===== src/rtl/fb_pingpong_scheduler.sv =====
// Double-buffer frame-store scheduler: writes whole camera frames into one of two
// banks and hands each completed bank to the processing engine via start/done.
module fb_pingpong_scheduler #(
  parameter int  WIDTH       = 320,
  parameter int  HEIGHT      = 240,
  parameter int  PIXEL_WIDTH = 24,
  localparam int FRAME_SIZE  = WIDTH * HEIGHT,
  localparam int AW          = $clog2(FRAME_SIZE)
) (
  input  logic                   clk_w,
  input  logic                   rst_n,
  input  logic                   cap_valid,
  input  logic                   cap_sof,
  input  logic [PIXEL_WIDTH-1:0] cap_data,
  output logic                   cap_ready,
  output logic                   fb_we,
  output logic [AW:0]            fb_addr,
  output logic [PIXEL_WIDTH-1:0] fb_din,
  output logic                   proc_start,
  output logic                   proc_bank,
  input  logic                   proc_done,
  output logic                   proc_busy,
  output logic [15:0]            frames_written,
  output logic [15:0]            frames_dropped,
  output logic                   sync_err
);

  typedef enum logic [1:0] {B_FREE, B_FILLING, B_FULL, B_BUSY} bank_st_t;
  typedef enum logic [1:0] {W_SYNC, W_FILL, W_DROP} wr_st_t;

  localparam logic [AW-1:0] LAST_OFF = AW'(FRAME_SIZE - 1);

  wr_st_t        wr_st, wr_st_d;
  bank_st_t      bank_st   [2];
  bank_st_t      bank_st_d [2];
  logic          last_bank;
  logic          wr_bank, wr_bank_d;
  logic [AW-1:0] offset, offset_d, wr_off;

  logic xfer, sof_xfer, have_target, target;
  logic wr_fire, start_frame, frame_done, drop, short_frame;
  logic sched_go, sched_bank;

  assign xfer     = cap_valid && cap_ready;
  assign sof_xfer = xfer && cap_sof;

  // Prefer the bank not filled last, so frames alternate between banks.
  assign have_target = (bank_st[~last_bank] == B_FREE) || (bank_st[last_bank] == B_FREE);
  assign target      = (bank_st[~last_bank] == B_FREE) ? ~last_bank : last_bank;

  // With both banks full, the one not filled last holds the older frame.
  assign sched_go   = !proc_busy && ((bank_st[0] == B_FULL) || (bank_st[1] == B_FULL));
  assign sched_bank = ((bank_st[0] == B_FULL) && (bank_st[1] == B_FULL)) ? ~last_bank
                                                                         : (bank_st[1] == B_FULL);

  // NOTE: sequential state uses non-blocking assignments so every register samples
  // pre-edge values; blocking here would create order-dependent simulation races.
  always_ff @(posedge clk_w or negedge rst_n) begin
    if (!rst_n) wr_st <= W_SYNC;
    else        wr_st <= wr_st_d;
  end

  // NOTE: every combinational output gets a default first, so no path infers a latch.
  always_comb begin
    wr_st_d = wr_st;
    case (wr_st)
      W_SYNC, W_DROP: if (sof_xfer) wr_st_d = have_target ? W_FILL : W_DROP;
      W_FILL:         if (xfer && !cap_sof && (offset == LAST_OFF)) wr_st_d = W_SYNC;
      default:        wr_st_d = W_SYNC;
    endcase
  end

  always_comb begin
    wr_fire     = 1'b0;
    start_frame = 1'b0;
    frame_done  = 1'b0;
    drop        = 1'b0;
    short_frame = 1'b0;
    wr_bank_d   = wr_bank;
    offset_d    = offset;
    wr_off      = offset;
    case (wr_st)
      W_SYNC, W_DROP: begin
        if (sof_xfer) begin
          if (have_target) begin
            wr_fire     = 1'b1;
            start_frame = 1'b1;
            wr_bank_d   = target;
            wr_off      = '0;
            offset_d    = AW'(1);
          end else begin
            drop = 1'b1;
          end
        end
      end
      W_FILL: begin
        if (xfer) begin
          wr_fire = 1'b1;
          if (cap_sof) begin
            // Short frame: abandon the partial frame, restart the same bank.
            short_frame = 1'b1;
            wr_off      = '0;
            offset_d    = AW'(1);
          end else if (offset == LAST_OFF) begin
            frame_done = 1'b1;
            offset_d   = '0;
          end else begin
            offset_d = offset + AW'(1);
          end
        end
      end
      default: ;
    endcase
  end

  // Owners never collide: writer touches FREE/FILLING, scheduler FULL, done BUSY.
  always_comb begin
    for (int b = 0; b < 2; b++) begin
      bank_st_d[b] = bank_st[b];
      if (start_frame && (wr_bank_d == 1'(b)))              bank_st_d[b] = B_FILLING;
      if (frame_done && (wr_bank == 1'(b)))                 bank_st_d[b] = B_FULL;
      if (sched_go && (sched_bank == 1'(b)))                bank_st_d[b] = B_BUSY;
      if (proc_done && proc_busy && (proc_bank == 1'(b)))   bank_st_d[b] = B_FREE;
    end
  end

  always_ff @(posedge clk_w or negedge rst_n) begin
    if (!rst_n) begin
      bank_st[0]     <= B_FREE;
      bank_st[1]     <= B_FREE;
      last_bank      <= 1'b1;
      wr_bank        <= 1'b0;
      offset         <= '0;
      cap_ready      <= 1'b0;
      fb_we          <= 1'b0;
      fb_addr        <= '0;
      fb_din         <= '0;
      proc_start     <= 1'b0;
      proc_bank      <= 1'b0;
      proc_busy      <= 1'b0;
      frames_written <= '0;
      frames_dropped <= '0;
      sync_err       <= 1'b0;
    end else begin
      bank_st[0] <= bank_st_d[0];
      bank_st[1] <= bank_st_d[1];
      wr_bank    <= wr_bank_d;
      offset     <= offset_d;
      cap_ready  <= 1'b1;
      fb_we      <= wr_fire;
      if (wr_fire) begin
        fb_addr <= {wr_bank_d, wr_off};
        fb_din  <= cap_data;
      end
      if (frame_done) begin
        last_bank      <= wr_bank;
        frames_written <= frames_written + 16'd1;
      end
      if (drop)        frames_dropped <= frames_dropped + 16'd1;
      if (short_frame) sync_err       <= 1'b1;
      proc_start <= sched_go;
      if (sched_go) begin
        proc_bank <= sched_bank;
        proc_busy <= 1'b1;
      end else if (proc_done && proc_busy) begin
        proc_busy <= 1'b0;
      end
    end
  end

endmodule

===== config.mk =====
export PLATFORM = sky130hd
export DESIGN_NAME = fb_pingpong_scheduler
export DESIGN_NICKNAME = d
export VERILOG_FILES = /design/src/rtl/fb_pingpong_scheduler.sv
export SDC_FILE = /design/constraint.sdc
export NUM_CORES = 1
export LEC_CHECK = 0
export CORE_UTILIZATION = 54
export DETAILED_ROUTE_END_ITERATION = 7
export HOLD_SLACK_MARGIN = 0.06
export PLACE_DENSITY = 0.86
export SKIP_LAST_GASP = 1
export SLEW_MARGIN = 20
export SYNTH_ARGS = -nofsm -noshare
export SYNTH_HDL_FRONTEND = slang
export SYNTH_SLANG_ARGS = --single-unit
export TNS_END_PERCENT = 5

===== constraint.sdc =====
create_clock -name clk_w -period 5.5 [get_ports clk_w]
set_clock_uncertainty 0.2 [all_clocks]
set_input_delay 0.55 -clock clk_w [delete_from_list [all_inputs] [get_ports clk_w]]
set_output_delay 0.55 -clock clk_w [all_outputs]
set_load 0.03 [all_outputs]

# After elaboration in Yosys (flattened, before gate mapping)
# Index checks and enable logic that the tools add are counted.
# W data, S select, Z words.
# totals
regBits,105
input_bits,29
# op_classes
n_addsub,3
order_cmp,2
eq_ne,9
mux,51
n_bitwise,7
n_reduce_logical,29
# op_table
op,count
$mux W17,9
$pmux W17 S2,2
$mux W2,17
$add A16 B1 Y16 const B,2
$mux W1,21
$add A17 B1 Y17 const B,1
$eq A17 B17 Y1 const B,1
$logic_and A1 B1 Y1,15
$ne A2 B2 Y1 const B,4
$reduce_bool A4 Y1,2
$eq A2 B2 Y1 const B,3
$logic_not A2 Y1,3
$not A1 Y1,5
$ge A2 B2 Y1 const B,2
$not A1 Y2,2
$pmux W2 S2,1
$reduce_and A4 Y1,1
$reduce_bool A2 Y1,2
$eq A2 B1 Y1 const B,1
$logic_not A1 Y1,2
$logic_or A1 B1 Y1,2
$pmux W1 S2,1
$reduce_and A2 Y1,1
$reduce_or A2 Y1,1

# Logic depth before layout (Yosys ltp)
# depth
ltp_word,16
depth_mapped,8
depth_no_buf,7

# Worst setup path before layout
# Ideal clock, no wire load.
# synth_timing
path_type,input to register
start,input cap_sof
end,register offset[8]
setup_ns,0.065
arrival_time_ns,1.756
slack_ns,3.479
stages,6
cell_sequence,or3b_1 -> buf_2 -> nor3_1 -> buf_2 -> and3_1 -> o22a_1
# synth_via
elab_chain_cells,3
word_cells_on_any_way,6
classes_between,1 x eq/ne; 3 x mux; 2 x reduce/logical
# synth_rtl
item,line_no,text
"start, declared",13,"input logic cap_sof,"
$mux W17 / $logic_and A1 B1 Y1 (equally long branches),"99, 45",
$mux W17 / $ne A2 B2 Y1 (equally long branches),n/a,
$pmux W17 S2 / $reduce_and A4 Y1 (equally long branches),n/a,
"end signal, assigned",148,offset <= offset_d;
"end, declared",38,"logic [AW-1:0] offset, offset_d, wr_off;"
# Several ways; a longest one is shown, not always the timed one. The select of a mux whose other input is x is not followed.
# A chain may end at the register's enable or synchronous reset.

# Final worst setup path
# layout_timing
start,input cap_sof
end,register frames_written[11]
# layout_via
elab_chain_cells,3
# layout_rtl
item,line_no,text
$mux W1,99,if (cap_sof) begin
$mux W1,97,if (xfer) begin
$mux W1,82,case (wr_st)
"end signal, assigned",157,frames_written <= frames_written + 16'd1;
"end, declared",23,"output logic [15:0] frames_written,"
# No other way between the ends.

==> reports/metrics.cfg <==
[die]
placementRows = 33
initial_cell_density_of_the_core_pct = 55.8
dieArea_um2 = 8870
placeableCoreArea_um2 = 8220
io-pin-count = 109
chipWidth_um = 94.2
floorplan.die.height_um = 94.2

[sta]
final.setup.tns_ns = 0
rsz0062_at_grt = no
tcrit_tclk_final_pct = 55.8
period_minus_slack_ns = 3.07
report.final.hold_viol_count = 0
fin_ws_ns = 2.43
worst_pin_slew_ns = 0.981
report.final.slew_viol_count = 0
max_slew_margin_pct = 34.5
fmax_mhz = 326
setup_viol = 0

[worst_hold_path]
whs_endpoint = fb_din[11]$_DFFE_PN0P_
hold_start = fb_din[11]$_DFFE_PN0P_
hold-path-cell-count = 2
min-delay-path-class = flop to flop

[run]
max_cap_viol_count = 0

[worst_setup_path]
critical_path_start_type = primary input
timing.reg2reg.setup_slack_ns = 2.70
ff2ff_path_depth = 5
required_ns = 5.59
timing.rr.start = wr_st[0]$_DFFE_PN0P_
worstPathMaxFanout = 24
critPathCaptureType = flop
r2r_end = frames_written[11]$_DFFE_PN0P_
worst-endpoint-arrival_ns = 3.16
worst-setup-path-type = primary input to flop

[final_layout]
flow.area_growth_from_synthesis_pct = 30.5
post_route_cells_drive_above_1_share_pct = 5.59
final.fill_count = 594
layout.nets = 582
antenna-diode-count = 0
post_layout_inst_area_um2 = 5990

[placement]
dp_slack_ns = 1.98
detailed_place.area_um2 = 5740
place.gp.congestion = 0.866
dp_hpwl_mm = 7.00
numPortBuffers = 108

[cts]
numClockSinks = 105
clkSlewWorstSetupHoldPaths_ns = 0.10
cts_buffers = 9
cts-root-to-sink-buffers = 2
cts.htree.levels = 3
post-cts-setup-buffer-count = 0
insertion_delay_ns = 0.38
ctsResizeCount = 0
cts_tree = built
cts-root-buf = clkbuf_8

[detailed_routing]
post-route-drc-count = 0
drt_wl_total_mm = 10.1
initialDrtViolationCount = 208
routed_wire_length_per_instance_um = 15.3
detailroute.via_count = 3659
vias_per_cell = 5.54
postRouteAntennaNets = 0
total_iterations_of_the_first_detailed_routing_run = 4

[synth]
synth-seq-cells = 105
synth_async_sr_flop_share_pct = 100
mappedNetlistNets = 478
synth_cell_type_count = 48
yosys.area.top_type_share_pct = 56.7
ys.flop_type = dfrtp_1
number_of_synthesized_flops_with_an_enable_pin = 0
syn_inst = 446
yosys.area.top_type = dfrtp_1
synthTopCellsByArea = dfrtp_1, nand2_1, xnor2_1, a22o_1, nor2_1
yosys_warnings = 0
syn_avg_cell_area_um2 = 10.3
mappedNetlistArea_um2 = 4590
ys_seq_area_share_pct = 57.3

[power]
sw_frac_of_total_pct = 27.6
switching_power_summed_over_all_nets_uw = 441
clockPowerShare_pct = 34.4
max-vdd-ir-drop_mv = 0.169
internal_power_uw = 1160
pwr_density_cell_nw_per_um2 = 267
share_comb_of_total_power_pct = 13.4
power.share.sequential_pct = 52.1
static-leakage-power_uw = 0.00277

[global_route]
first_global_vias = 3636
antenna_found_initial = 0
globalRouteOverflowTotal = 0
grt_start_max_net_pins = 71
grt_first_pass_wirelength_mm = 17.0
grt_util_all_layers_pct = 24.5

[outcome]
status = finished, final reports clean

==> metrics by stage <==
| step | total power [uW] | hold slack [ns] | utilization [%] | std cells |
|---|---|---|---|---|
| global placement | 1060 | 0.259 | 69.9 | 643 |
| floorplan | 954 | 0.0544 | - | 446 |
| finish | 1600 | 0.283 | 72.9 | 660 |
| CTS | 1610 | 0.286 | 72.8 | 660 |
| global route | 1660 | 0.310 | 72.9 | 660 |
| detailed placement | 1060 | 0.261 | 69.9 | 643 |
==> flip-flops by register name, indices dropped and copies added (netlist names) <==
register	count
fb_din	24
fb_addr	18
offset	17
frames_dropped	16
frames_written	16
bank_st	4
wr_st	2
cap_ready	1
fb_we	1
last_bank	1
proc_bank	1
proc_busy	1
proc_start	1
sync_err	1
wr_bank	1
==> metal layers <==
metal,global-route usage [%],vias up,routed length (um)
li1,-,1753,-
met1,31.1,1787,4370
met2,40.6,111,5110
met3,6.96,8,523
met4,7.31,0,101
met5,0,-,0
==> kinds of logic after synthesis <==
kind of cell / share of synthesized area, %
simple gates: 22.3
flops: 57.3
compound gates: 11.0
xor+xnor: 5.73
buf+inv: 2.37
fa+ha+maj: 0.818
mux: 0.436
other cells: 0.0817
==> critical path, stage by stage <==
cell and delay [ns]:
clkdlybuf4s50_1 0.50, or3b_1 0.54, nor2_2 0.79, nand4_2 0.36, nor3_2 0.21, xor2_1 0.20
==> worst max path at each step <==
stage | cells past startpoint | endpoint | start | slack (ns)
after floorplan | 6 | offset[8]$_DFFE_PN0P_ | cap_sof | 3.48
after global placement | 8 | offset[2]$_DFFE_PN0P_ | cap_sof | 2.12
after detailed placement | 9 | offset[2]$_DFFE_PN0P_ | cap_valid | 1.98
after CTS | 9 | offset[2]$_DFFE_PN0P_ | cap_valid | 2.41
after global routing | 6 | frames_written[11]$_DFFE_PN0P_ | cap_sof | 2.18
final | 6 | frames_written[11]$_DFFE_PN0P_ | cap_sof | 2.43
==> power groups by stage <==
stage / clock, uW / combinational (uW) / sequential (uW)
finish: 551 / 215 / 834
global route: 588 / 233 / 839
CTS: 560 / 217 / 833
detailed placement: 0 / 215 / 847
global placement: 0 / 209 / 847
floorplan: 0 / 59.4 / 894
==> what timing repair did <==
item                       4_1_cts  5_1_grt
hold buffers                     1        0
setup endpoints to repair        0        0
hold endpoints to repair        35        0
==> cell usage in the layout, fill, tap and decap left out, drive strengths merged, types with 4 or more instances in the layout <==
cell	synthesis	layout
a21oi	9	9
a22o	17	17
a31oi	11	11
and2	5	5
and3	9	9
clkbuf	10	9
clkdlybuf4s50	0	107
dfrtp	104	104
inv	7	12
nand2	114	114
nand3	14	14
nand4	15	15
nor2	25	25
nor3	10	10
o21a	4	4
o21ai	12	12
o22a	6	6
xnor2	22	22
xor2	8	8
==> cell usage after synthesis (all sizes together), types with 3 or more instances <==
library cell	instances
nand4	15
ha	3
and4	3
buf	8
nor4	3
and2	5
o22ai	3
xnor2	22
nor3	10
nand3	14
inv	7
clkbuf	10
dfrtp	104
o21a	4
xor2	8
nand2b	3
and3	9
nor2	25
a22o	17
nand2	114
a31oi	11
o22a	6
a21oi	9
o21ai	12
a21o	3
==> final cells by class <==
class | instances | area, um^2 | area share (%)
clock inverter | 7 | 109 | 1.82
clock buffer | 9 | 124 | 2.07
multi-input combinational | 316 | 1870 | 31.2
inverter | 7 | 26.3 | 0.439
tap | 105 | 131 | 2.19
timing repair buffer | 111 | 1100 | 18.4
sequential | 105 | 2630 | 43.9
No activity file was read; power rests on OpenSTA's default activity.
